[config.mk]
export PLATFORM = sky130hd
export DESIGN_NAME = regfile_dump
export DESIGN_NICKNAME = d
export VERILOG_FILES = /design/src/rtl/regfile_dump_pkg.sv /design/src/rtl/regfile_dump.sv
export SDC_FILE = /design/constraint.sdc
export NUM_CORES = 1
export LEC_CHECK = 0
export BUFFER_PORTS_ARGS = -buffer_cell sky130_fd_sc_hd__buf_2
export CAP_MARGIN = 20
export CORE_UTILIZATION = 40
export CTS_CLUSTER_DIAMETER = 120
export DETAILED_ROUTE_END_ITERATION = 12
export PLACE_DENSITY = 0.81
export SLEW_MARGIN = 20
export SYNTH_ARGS = -nofsm -noshare
export SYNTH_HDL_FRONTEND = slang
export SYNTH_SLANG_ARGS = --single-unit
[constraint.sdc]
create_clock -name clk -period 1.8 [get_ports clk]
set_clock_uncertainty 0.2 [all_clocks]
set_input_delay 0.36 -clock clk [delete_from_list [all_inputs] [get_ports clk]]
set_output_delay 0.36 -clock clk [all_outputs]
set_load 0.005 [all_outputs]
[src/rtl/regfile_dump_pkg.sv]
// -----------------------------------------------------------------------------
// regfile_dump_pkg
//
// Shared definitions for the debug register-dump unit:
//   - state_t     : dump FSM states (IDLE, HDR, READ, SEND, DONE)
//   - HEADER_BASE : upper pattern of the optional header word
//   - reg_idx_t   : 4-bit register index as used by the register file
//   - header_word : header word for a given dump range
// -----------------------------------------------------------------------------
package regfile_dump_pkg;

  typedef enum logic [2:0] {
    IDLE = 3'd0,
    HDR  = 3'd1,
    READ = 3'd2,
    SEND = 3'd3,
    DONE = 3'd4
  } state_t;

  localparam logic [31:0] HEADER_BASE = 32'hA5A5_0000;

  typedef logic [3:0] reg_idx_t;

  // Header carries the number of register words that follow it.
  function automatic logic [31:0] header_word(input int unsigned first_reg,
                                              input int unsigned last_reg);
    return HEADER_BASE | 32'(last_reg - first_reg + 1);
  endfunction

endpackage

[src/rtl/regfile_dump.sv]
// -----------------------------------------------------------------------------
// regfile_dump
//
// Debug register-dump unit. A start pulse in IDLE walks register indices
// FIRST_REG..LAST_REG through a spare register-file read port, one index per
// word, captures each read value and presents the words in order on an
// output stream. The register file is only read, never written.
//
// Optional feature (compile-time macro REGFILE_DUMP_HEADER_EN):
//   when defined, one header word HEADER_BASE | (LAST_REG-FIRST_REG+1) is sent
//   before the first register word (out_last never set on it).
//
// Parameters:
//   FIRST_REG  first register index dumped (0..15)
//   LAST_REG   last register index dumped (FIRST_REG..15)
//
// Ports:
//   clk        in   1   clock, rising edge
//   reset_n    in   1   asynchronous active-low reset
//   start      in   1   dump request, sampled only in IDLE
//   rf_addr    out  4   register-file read address
//   rf_data    in   32  combinational register-file read data for rf_addr
//   out_valid  out  1   out_data holds a valid word
//   out_ready  in   1   downstream accepts the word
//   out_data   out  32  dumped word
//   out_last   out  1   final word of the dump
//   busy       out  1   dump in progress
//   done       out  1   one-cycle pulse after the last word is accepted
//   dbg_state  out  3   current FSM state (state_t encoding)
//
// Stream handshake: a word transfers on a rising edge where
// out_valid && out_ready. Once out_valid is raised, out_valid, out_data and
// out_last hold unchanged until that transfer; out_valid never depends on
// out_ready.
// -----------------------------------------------------------------------------
module regfile_dump
  import regfile_dump_pkg::*;
#(
  parameter int FIRST_REG = 0,
  parameter int LAST_REG  = 15
) (
  input  logic        clk,
  input  logic        reset_n,
  input  logic        start,
  output logic [3:0]  rf_addr,
  input  logic [31:0] rf_data,
  output logic        out_valid,
  input  logic        out_ready,
  output logic [31:0] out_data,
  output logic        out_last,
  output logic        busy,
  output logic        done,
  output logic [2:0]  dbg_state
);

  localparam reg_idx_t FIRST_IDX = reg_idx_t'(FIRST_REG);
  localparam reg_idx_t LAST_IDX  = reg_idx_t'(LAST_REG);

`ifdef REGFILE_DUMP_HEADER_EN
  localparam logic [31:0] HEADER_WORD =
    header_word(int'(FIRST_REG), int'(LAST_REG));
`endif

  state_t      r_state;
  reg_idx_t    r_index;
  reg_idx_t    r_rf_addr;
  logic [31:0] r_out_data;   // doubles as the capture/holding register
  logic        r_out_valid;
  logic        r_out_last;
  logic        r_busy;
  logic        r_done;

  logic        w_hs;
  logic        w_is_last;

  assign w_hs      = r_out_valid & out_ready;
  assign w_is_last = (r_index == LAST_IDX);

  always_ff @(posedge clk or negedge reset_n) begin
    if (!reset_n) begin
      r_state     <= IDLE;
      r_index     <= '0;
      r_rf_addr   <= '0;
      r_out_data  <= '0;
      r_out_valid <= 1'b0;
      r_out_last  <= 1'b0;
      r_busy      <= 1'b0;
      r_done      <= 1'b0;
    end else begin
      r_done <= 1'b0;
      unique case (r_state)
        IDLE: begin
          if (start) begin
            r_index   <= FIRST_IDX;
            // Address is set up here so the register file output is already
            // settled for the whole READ cycle.
            r_rf_addr <= FIRST_IDX;
            r_busy    <= 1'b1;
`ifdef REGFILE_DUMP_HEADER_EN
            r_out_valid <= 1'b1;
            r_out_data  <= HEADER_WORD;
            r_out_last  <= 1'b0;
            r_state     <= HDR;
`else
            r_state     <= READ;
`endif
          end
        end

        HDR: begin
`ifdef REGFILE_DUMP_HEADER_EN
          if (w_hs) begin
            r_out_valid <= 1'b0;
            r_state     <= READ;
          end
`else
          r_state <= IDLE;
`endif
        end

        READ: begin
          // Snapshot of the register; later writes are not reflected.
          r_out_data  <= rf_data;
          r_out_last  <= w_is_last;
          r_out_valid <= 1'b1;
          r_state     <= SEND;
        end

        SEND: begin
          if (w_hs) begin
            r_out_valid <= 1'b0;
            if (w_is_last) begin
              r_busy  <= 1'b0;
              r_done  <= 1'b1;
              r_state <= DONE;
            end else begin
              // Never wraps: the last index stops the walk at or below 15.
              r_index   <= r_index + 4'd1;
              r_rf_addr <= r_index + 4'd1;
              r_state   <= READ;
            end
          end
        end

        DONE: begin
          r_state <= IDLE;
        end

        default: begin
          r_state <= IDLE;
        end
      endcase
    end
  end

  assign rf_addr   = r_rf_addr;
  assign out_valid = r_out_valid;
  assign out_data  = r_out_data;
  assign out_last  = r_out_last;
  assign busy      = r_busy;
  assign done      = r_done;
  assign dbg_state = r_state;

endmodule

Yosys cells after proc, flatten, opt, wreduce, memory -nomap -nowiden --
Index checks and enable logic that the tools add are counted.
Cells by class: $add $sub $neg 1, equal/unequal tests 7, mux-type cells 17, bitwise logic cells 1, reductions and logical operators 7
Operators by type and width (number):
- $mux 4 | 3
- $mux 3 | 3
- $pmux 3 s3 | 1
- $ne 2x2->1 const B | 4
- $pmux 4 s2 | 1
- $reduce_and 4->1 | 2
- $mux 1 | 7
- $eq 3x2->1 const B | 2
- $add 4x1->4 const B | 1
- $eq 4x4->1 const B | 1
- $pmux 1 s2 | 2
- $reduce_and 2->1 | 2
- $reduce_bool 2->1 | 2
- $logic_not 3->1 | 1
- $and 1x1->1 | 1
Storage, ports and cells: register bits 43, input port bits 36, output and inout port bits 43, logic and storage cells 40

Depth between registers and ports, before layout --
Gate-level depths: netlist (run 1).
word-level depth 4, mapped depth 5, mapped depth without buffers 4

Least setup slack after synthesis (run 1) --
Ideal clock, no wire load.
kind register -> register, from register, netlist name rf_addr[0], to register r_rf_addr[1], in the netlist rf_addr[1], library setup time 0.123 ns, arrival 1.272 ns, data required time 1.477 ns, path slack 0.205 ns, stages on the path, launching flop included 5, buffers on the path 0, clock period less this slack 1.595 ns, cell sequence dfrtp_1 -> ha_1 -> and3_1 -> or3_1 -> o2bb2ai_1
RTL lines:
- end signal: assignment | line regfile_dump.sv:139 | r_rf_addr <= r_index + 4'd1;
- end: declaration | line regfile_dump.sv:66 | reg_idx_t r_rf_addr;

==> results.txt, run 1 <==
Rows: 24
Die Height: 70.34 um
DR vias/cell: 5.112
Crit path to: rf_addr[1]$_DFFE_PN0P_
TritonCTS clock tree: yes
Wire per inst: 15.02 um
Cts repair resizes: 0
Cells after Synth: 118
Register area share after synthesis: 57.60%
Critical path class: reg -> reg
Clock slew at reported path FFs: 0.08 ns
Dpl ws: 0.1367 ns
Worst flop-to-flop path endpoint: rf_addr[1]$_DFFE_PN0P_
Max Cap Viol: 0
Width of the die: 70.34 um
RSZ-0062 raised after global routing: false
Crit path time final: 1.679 ns
Fillers: 353
Reg2Reg Setup Slack: 0.12 ns
Final Wtd Congestion: 0.8700
DIE AREA: 4948 sq um
Syn Area/Cell: 15.83 sq um
Grt total ovfl: 0
Worst Reg-to-Reg Cells: 4
Final slew viol count: 0
Worst IR drop on VDD: 0.2734 mV
H-tree lvl count: 2
Input/output buffers: 78
I/O Pins: 79
Clock buffer depth: 2
HP Class: in -> reg
Crit Path Max Fanout: 5
CTS Sinks: 43
Fmax achieved: 595.4 MHz
M2 GR Usage: 24.76%
Via count: 1319
P&R area growth vs syn: 31.41%
Nets: 242
GR peak layer: met2
Area leader, netlist: dfrtp_1
Starting Density: 42.32%
Worst rel slew slack: 69.68%
Post-route ant nets: 0
CP arrival: 1.66 ns
Num CTS Buffers: 5
Root buf cell: clkbuf_8
Status: finished, final reports clean
YS warnings: 0
ANT cells: 0
Core ar.: 4414 sq um
Worst setup EP type: flop
Post-synthesis cell type count: 32
Setup Buffers After CTS: 0
Drt first-iter violations: 53
Leakage power: 1.353 nW
HPWL after DPL: 2825 um
Top cell type's share of synthesized area: 57.60%
Most frequent cells in the layout: buf_2, dfrtp_1, mux2_4
Share of cells above drive strength 1: 59.71%
Final Hold Fails: 0
Reg2reg start: rf_addr[0]$_DFFE_PN0P_
Total track usage: 16.32%
Synth area leaders: dfrtp_1, mux2_4, mux2_1, buf_6, nor2_8
Synth Register Bits: 43
Commonest non-fill, non-tap cell in the layout: buf_2
Slew @ Worst Pin: 0.4538 ns
Vias in the first global route: 1231
CP startpoint kind: flop
Final setup fails: 0
Routing usage on met1: 21.54%
First-pass GRT wire length: 6210 um
Clk_lat worst skew: 0.29 ns
GR Layer Usage met3: 4.762%
Synthesized cell area: 1868 sq um
Setup TNS: 0 ns
Worst setup path start: rf_addr[0]$_DFFE_PN0P_
Final WS setup: 0.1205 ns
Pre-antenna DRT Iters: 4
Initial antenna violation count: 0
Final worst-path cycle share: 93.31%
WL final: 3876 um
DR DRC count: 0
CP required: 1.78 ns
Power Dens Cells: 662.0 nW/um^2
Post-synthesis net count: 155
Pin count of the biggest net entering global routing: 44
state kept, by name, indices dropped and copies added (netlist names):
signal	count
out_data	32
rf_addr	4
dbg_state	3
busy	1
done	1
out_last	1
out_valid	1
routing by layer:
layer  vias up  share of wire, %
li1        608                 -
met1       640                44
met2        64                47
met3         7               7.7
met4         0               1.8
met5         -                 0
worst max-delay path, cell delays in order, from the launching register on:
cell	delay [ns]
dfrtp_1	0.43
ha_1	0.26
and3_1	0.18
or3_1	0.37
o2bb2ai_1	0.13
Yosys cell counts:
library cell  instances
a211oi_1              1
a21boi_0              1
a21o_1                1
a21oi_1               3
a2bb2oi_1             1
a311oi_1              1
a31o_2                1
a31oi_1               2
a41oi_1               1
and3_1                2
and3b_1               1
and4b_1               1
buf_2                 1
buf_6                 3
dfrtp_1              43
ha_1                  1
inv_1                 1
mux2_1                4
mux2_4               29
nand2_1               2
nand2b_1              1
nand2b_4              1
nand3_1               3
nand3b_2              1
nor2_1                2
nor2_8                1
nor3_1                4
nor3b_1               1
nor4bb_1              1
o22ai_1               1
o2bb2ai_1             1
or3_1                 1
layout make-up:
| class | instances | area, sq um | area share [%] |
|---|---|---|---|
| sequential | 43 | 1076 | 43.83 |
| multi-input combinational | 70 | 749.5 | 30.53 |
| timing repair buffer | 84 | 475.5 | 19.37 |
| clock buffer | 6 | 72.57 | 2.956 |
| tap | 52 | 65.06 | 2.650 |
| clock inverter | 2 | 12.51 | 0.5097 |
| inverter | 1 | 3.754 | 0.1529 |
per-stage QoR:
stage	power (mW)	instances	hold slack (ns)	area [sq um]	utilization, %
global placement	1.059	249	0.1540	2360	53.46
floorplan	0.9951	118	-0.1356	1868	-
finish	1.625	258	0.08632	2455	55.61
detailed placement	1.061	249	0.1720	2360	53.46
CTS	1.647	258	0.08385	2455	55.61
global route	1.702	258	0.07991	2455	55.61
what timing repair did:
item	CTS	global route
hold endpoints to repair	43	0
hold buffers	1	0
endpoints found under the setup margin	0	0
power by group:
part | switching [mW] | leakage, nW | total (mW) | internal (mW)
Combinational | 0.0345 | 0.726 | 0.0729 | 0.0384
Clock | 0.312 | 0.0412 | 0.583 | 0.271
Sequential | 0.00228 | 0.586 | 0.970 | 0.967
kinds of logic after synthesis:
group	share of synthesized area, %
DFF	57.60
muxes	25.72
and+or+nand+nor	8.373
AOI/OAI and AO/OA	5.359
buffers and inverters	2.277
adders and majority gates	0.6697
worst min-delay path by stage:
stage	slack, ns	startpoint	cells past startpoint	to
2_1_floorplan	-0.14	reset_n	0	busy$_DFFE_PN0P_
3_3_place_gp	0.15	reset_n	2	out_data[12]$_DFFE_PN0P_
3_5_place_dp	0.17	reset_n	2	out_data[21]$_DFFE_PN0P_
4_1_cts	0.08	rf_data[1]	2	out_data[1]$_DFFE_PN0P_
5_1_grt	0.08	rf_data[11]	2	out_data[11]$_DFFE_PN0P_
6_report	0.09	rf_data[1]	2	out_data[1]$_DFFE_PN0P_
No activity file was read; power rests on OpenSTA's default activity.
==> run 2, diff against run 1 <==
- PLACE_DENSITY: 0.81 -> 0.69
==> run 2 against run 1 <==
Wire length down 9.1%. Total power is 10% higher. Clock power up 29%. Count of clock-buffer cells in the layout unchanged. Combinational power decreased by 1%.
==> results.txt, run 2 (same netlist as run 1, synthesis figures left out) <==
Nets: 245 (+1.2%)
Status: finished, final reports clean
WL final: 3524 um (-9.1%)
Slew @ Worst Pin: 0.5188 ns (+0.06496 ns)
Pre-antenna DRT Iters: 4 (unchanged)
Net Switching: 0.3392 mW (-2.7%)
RSZ-0062 raised after global routing: false
Sequential Power Share: 54.1% (-5.6 points)
Area of placed instances: 2370 sq um (+0.42%)
HPWL after DPL: 2603 um (-7.8%)
DR DRC count: 0 (unchanged)
Clock buffer depth: 2 (unchanged)
Finished Layout Cells: 261 (+1.2%)
Die Height: 70.34 um (unchanged)
P&R area growth vs syn: 33.69%
I/O Pins: 79 (unchanged)
Root buf cell: clkbuf_8
Input/output buffers: 78 (unchanged)
Final core utilization: 56.58% (+0.96 points)
CTS Sinks: 43 (unchanged)
TritonCTS clock tree: yes
Critical path cell sequence: ha_1, and3_1, or3_1, o2bb2ai_1
Worst flop-to-flop path endpoint: rf_addr[1]$_DFFE_PN0P_
Final WS setup: 0.1299 ns (+0.009394 ns)
Worst IR drop on VDD: 0.4431 mV (+62%)
Num CTS Buffers: 5 (unchanged)
Post-Place Cells: 252 (+1.2%)
Crit path time final: 1.670 ns (-0.009394 ns)
Via count: 1283 (-2.7%)
Worst rel slew slack: 65.41% (-4.3 points)
Cts repair resizes: 0 (unchanged)
Critical path class: reg -> reg
Setup Buffers After CTS: 0 (unchanged)
Crit path buffers/inverters: 0 (unchanged)
Clock power frac: 41.9% (+6.0 points)
Net Sw Frac: 18.91% (-2.5 points)
Min-delay src: rf_data[2]
Worst Reg-to-Reg Cells: 4 (unchanged)
DIE AREA: 4948 sq um (unchanged)
Fillers: 378 (+7.1%)
Final Wtd Congestion: 0.8626 (-0.85%)
Dpl ws: 0.1458 ns (+0.009079 ns)
H-tree lvl count: 2 (unchanged)
Worst setup path start: rf_addr[0]$_DFFE_PN0P_
P_int: 1.454 mW (+14%)
Max Cap Viol: 0 (unchanged)
CP arrival: 1.64 ns (-0.02 ns)
Crit Path Max Fanout: 5 (unchanged)
Clk_lat worst skew: 0.28 ns (about the same)
Final slew viol count: 0 (unchanged)
Total track usage: 14.92% (-1.4 points)
Commonest non-fill, non-tap cell in the layout: buf_2
Hold Slack: 0.09399 ns (+0.007667 ns)
Max incr delay on CP: 0.44 ns (about the same)
Clock slew at reported path FFs: 0.08 ns (about the same)
Worst Hold Depth: 2 (unchanged)
DR vias/cell: 4.916 (-3.8%)
ANT cells: 0 (unchanged)
Hold Path End: out_data[2]$_DFFE_PN0P_
Drt first-iter violations: 50 (-5.7%)
Cell family contributing the most delay on the critical path: simple AND/OR/NAND/NOR gates
Share of cells above drive strength 1: 60.77% (+1.1 points)
Number of flip-flops under the largest register name: 32 (unchanged)
Pin count of the biggest net entering global routing: 23 (-48%)
Wire per inst: 13.50 um (-10%)
Overall power: 1.793 mW (+10%)
Setup TNS: 0 ns (unchanged)
Width of the die: 70.34 um (unchanged)
Power share of the combinational group: 4.0% (-0.5 points)
Final setup fails: 0 (unchanged)
Finished layout cell area: 2497 sq um (+1.7%)
Leakage power: 1.387 nW (+2.5%)
Final worst-path cycle share: 92.78% (-0.52 points)
CP required: 1.77 ns (about the same)
Power Dens Cells: 718.1 nW/um^2 (+8.5%)
First-pass GRT wire length: 5858 um (-5.7%)
Post-route ant nets: 0 (unchanged)
Fmax achieved: 598.8 MHz (+0.56%)
Worst path slowest cell: dfrtp_1
Rows: 24 (unchanged)
Final Hold Fails: 0 (unchanged)
Hold_buf cts: 1 (unchanged)
Grt total ovfl: 0 (unchanged)
Most frequent cells in the layout: buf_2, dfrtp_1, mux2_4
Initial antenna violation count: 0 (unchanged)
HP Class: in -> reg
Starting Density: 42.32% (unchanged)
CP startpoint kind: flop
Worst setup EP type: flop
Reg2Reg Setup Slack: 0.13 ns (about the same)
Reg2reg start: rf_addr[0]$_DFFE_PN0P_
Core ar.: 4414 sq um (unchanged)
Vias in the first global route: 1224 (-0.57%)
-- run 2: area by class of cell --
cell class | instances | area [sq um] | area share [%]
Clock inverter | 2 | 35.03 | 1.403
Timing Repair Buffer | 87 | 485.5 | 19.44
Multi-Input combinational cell | 70 | 749.5 | 30.01
Tap cell | 52 | 65.06 | 2.605
Sequential cell | 43 | 1076 | 43.09
Inverter | 1 | 3.754 | 0.1503
Clock buffer | 6 | 82.58 | 3.307
-- run 2: worst max-delay path by stage --
stage	slack (ns)	cells past startpoint	end
global placement	0.20	4	rf_addr[1]$_DFFE_PN0P_
global route	0.06	4	rf_addr[1]$_DFFE_PN0P_
CTS	0.13	4	rf_addr[1]$_DFFE_PN0P_
finish	0.13	4	rf_addr[1]$_DFFE_PN0P_
floorplan	0.21	4	rf_addr[1]$_DFFE_PN0P_
detailed placement	0.15	4	rf_addr[1]$_DFFE_PN0P_
-- run 2: layer usage --
metal  share of wire (%)  vias up  global-route usage, %
met2                  43       62                  22.12
li1                    -      611                      -
met3                 7.8        5                  4.040
met5                   0        -                      0
met1                  48      605                  21.22
met4                 1.2        0                  4.667
-- run 2: power by group through the flow --
stage               registers (mW)  clock network [mW]  logic [mW]
global placement             0.989                   0      0.0713
CTS                          0.969               0.780      0.0744
global route                 0.970               0.822      0.0813
detailed placement           0.989                   0      0.0722
floorplan                    0.989                   0     0.00622
finish                       0.970               0.751      0.0722
==> run 3, diff against run 2 <==
- BUFFER_PORTS_ARGS: -buffer_cell sky130_fd_sc_hd__buf_2 -> -buffer_cell sky130_fd_sc_hd__buf_4
- CORE_ASPECT_RATIO: default -> 0.7
==> run 3 against run 2 <==
Sequential power hardly changed. First-iteration DRC count increased by 38%. Highest routed layer unchanged. Combinational power increased by 22%. Global-route usage rose by 2.6 points. Clock power up 0.8%. Die area about the same. Sequential cell count did not move.
==> results.txt, run 3 (same netlist as run 1, synthesis figures left out) <==
Clk_lat worst skew: 0.29 ns (about the same)
Num CTS Buffers: 5 (unchanged)
Clock buffer depth: 2 (unchanged)
DR DRC count: 0 (unchanged)
Fmax achieved: 586.7 MHz (-2.0%)
Crit Path Max Fanout: 5 (unchanged)
DIE AREA: 4952 sq um (about the same)
Leakage power: 1.397 nW (+0.73%)
Worst setup EP type: flop
Grt total ovfl: 0 (unchanged)
First-pass GRT wire length: 6610 um (+13%)
Worst IR drop on VDD: 0.3710 mV (-16%)
Die Height: 59.18 um (-16%)
Core ar.: 4404 sq um (-0.23%)
Worst rel slew slack: 65.86% (+0.45 points)
Final Wtd Congestion: 0.8665 (+0.45%)
Vias in the first global route: 1410 (+15%)
Final setup fails: 0 (unchanged)
Reg2reg start: rf_addr[0]$_DFFE_PN0P_
Share of cells above drive strength 1: 60.19% (-0.57 points)
Starting Density: 42.41% (+0.096 points)
H-tree lvl count: 2 (unchanged)
P&R area growth vs syn: 42.46%
DR vias/cell: 5.027 (+2.3%)
Commonest non-fill, non-tap cell in the layout: buf_4
Pre-antenna DRT Iters: 4 (unchanged)
Rows: 20 (-17%)
HPWL after DPL: 2908 um (+12%)
Drt first-iter violations: 69 (+38%)
Most frequent cells in the layout: buf_4, dfrtp_1, mux2_4
Slew @ Worst Pin: 0.5121 ns (-0.006675 ns)
Status: finished, final reports clean
Setup TNS: 0 ns (unchanged)
Final worst-path cycle share: 94.69% (+1.9 points)
Post-route ant nets: 0 (unchanged)
ANT cells: 0 (unchanged)
Crit path time final: 1.704 ns (+0.03424 ns)
WL final: 3964 um (+12%)
CP arrival: 1.68 ns (+0.04 ns)
CP startpoint kind: flop
Nets: 242 (-1.2%)
Wire per inst: 15.19 um (+12%)
Final slew viol count: 0 (unchanged)
RSZ-0062 raised after global routing: false
CP required: 1.77 ns (about the same)
Number of flip-flops under the largest register name: 32 (unchanged)
Min-delay src: rf_data[3]
Total track usage: 17.56% (+2.6 points)
Via count: 1312 (+2.3%)
Input/output buffers: 78 (unchanged)
Clock slew at reported path FFs: 0.08 ns (about the same)
Width of the die: 83.68 um (+19%)
Worst setup path start: rf_addr[0]$_DFFE_PN0P_
Power Dens Cells: 682.2 nW/um^2 (-5.0%)
Overall power: 1.816 mW (+1.2%)
I/O Pins: 79 (unchanged)
Critical path class: reg -> reg
Final Hold Fails: 0 (unchanged)
Max Cap Viol: 0 (unchanged)
Initial antenna violation count: 0 (unchanged)
Root buf cell: clkbuf_8
Setup Buffers After CTS: 0 (unchanged)
Pin count of the biggest net entering global routing: 44 (+91%)
TritonCTS clock tree: yes
CTS Sinks: 43 (unchanged)
HP Class: in -> reg
-- run 3: final cells by class --
class                      count  area [sq um]
inverter                       1         3.754
tap                           55         68.82
clock buffer                   6         82.58
multi-input combinational     70         749.5
clock inverter                 2         35.03
fill                         343          1743
timing repair buffer          84         645.6
sequential                    43          1076
-- run 3: final timing paths --
check | end | slack (ns) | cells after the start
worst min-delay path | out_data[3]$_DFFE_PN0P_ | 0.09 | 2
worst max register to register | rf_addr[1]$_DFFE_PN0P_ | 0.1 | 4
max in group asynchronous | out_data[8]$_DFFE_PN0P_ | 0.66 | 2
worst min register to register | out_data[3]$_DFFE_PN0P_ | 0.30 | 1
worst max-delay path | rf_addr[1]$_DFFE_PN0P_ | 0.1 | 4
min in group asynchronous | out_data[24]$_DFFE_PN0P_ | 0.38 | 2
-- run 3: per-layer routing --
layer / share of wire, % / track usage [%]
met2: 47 / 27.87
met4: 0.76 / 6.538
met5: 0 / 0
met3: 8.9 / 6.964
met1: 43 / 22.10
-- run 3: per-stage QoR --
stage / std cells / util [%] / worst slack, ns / hold WS [ns] / instance area, sq um
floorplan: 118 / - / 0.2050 / -0.1356 / 1868
global placement: 252 / 57.53 / 0.1855 / 0.1705 / 2534
detailed placement: 252 / 57.53 / 0.1367 / 0.1820 / 2534
CTS: 261 / 60.43 / 0.1235 / 0.07690 / 2661
global route: 261 / 60.43 / 0.03195 / 0.07720 / 2661
finish: 261 / 60.43 / 0.09566 / 0.08734 / 2661
-- run 3: repair_timing --
action                                 CTS  global route
endpoints found under the hold margin   43             0
hold buffers                             1             0
resized for setup                        0             0
-- run 3: power breakdown --
part           total [mW]  internal (mW)  switching, mW
Sequential          0.970          0.967        0.00250
Clock               0.757          0.449          0.309
Combinational      0.0884         0.0560         0.0324
Total                1.82           1.47          0.344
-- run 3: worst max-delay path: stages (launching register included) --
cell and delay (ns):
dfrtp_1 0.44, ha_1 0.27, and3_1 0.18, or3_1 0.37
o2bb2ai_1 0.13
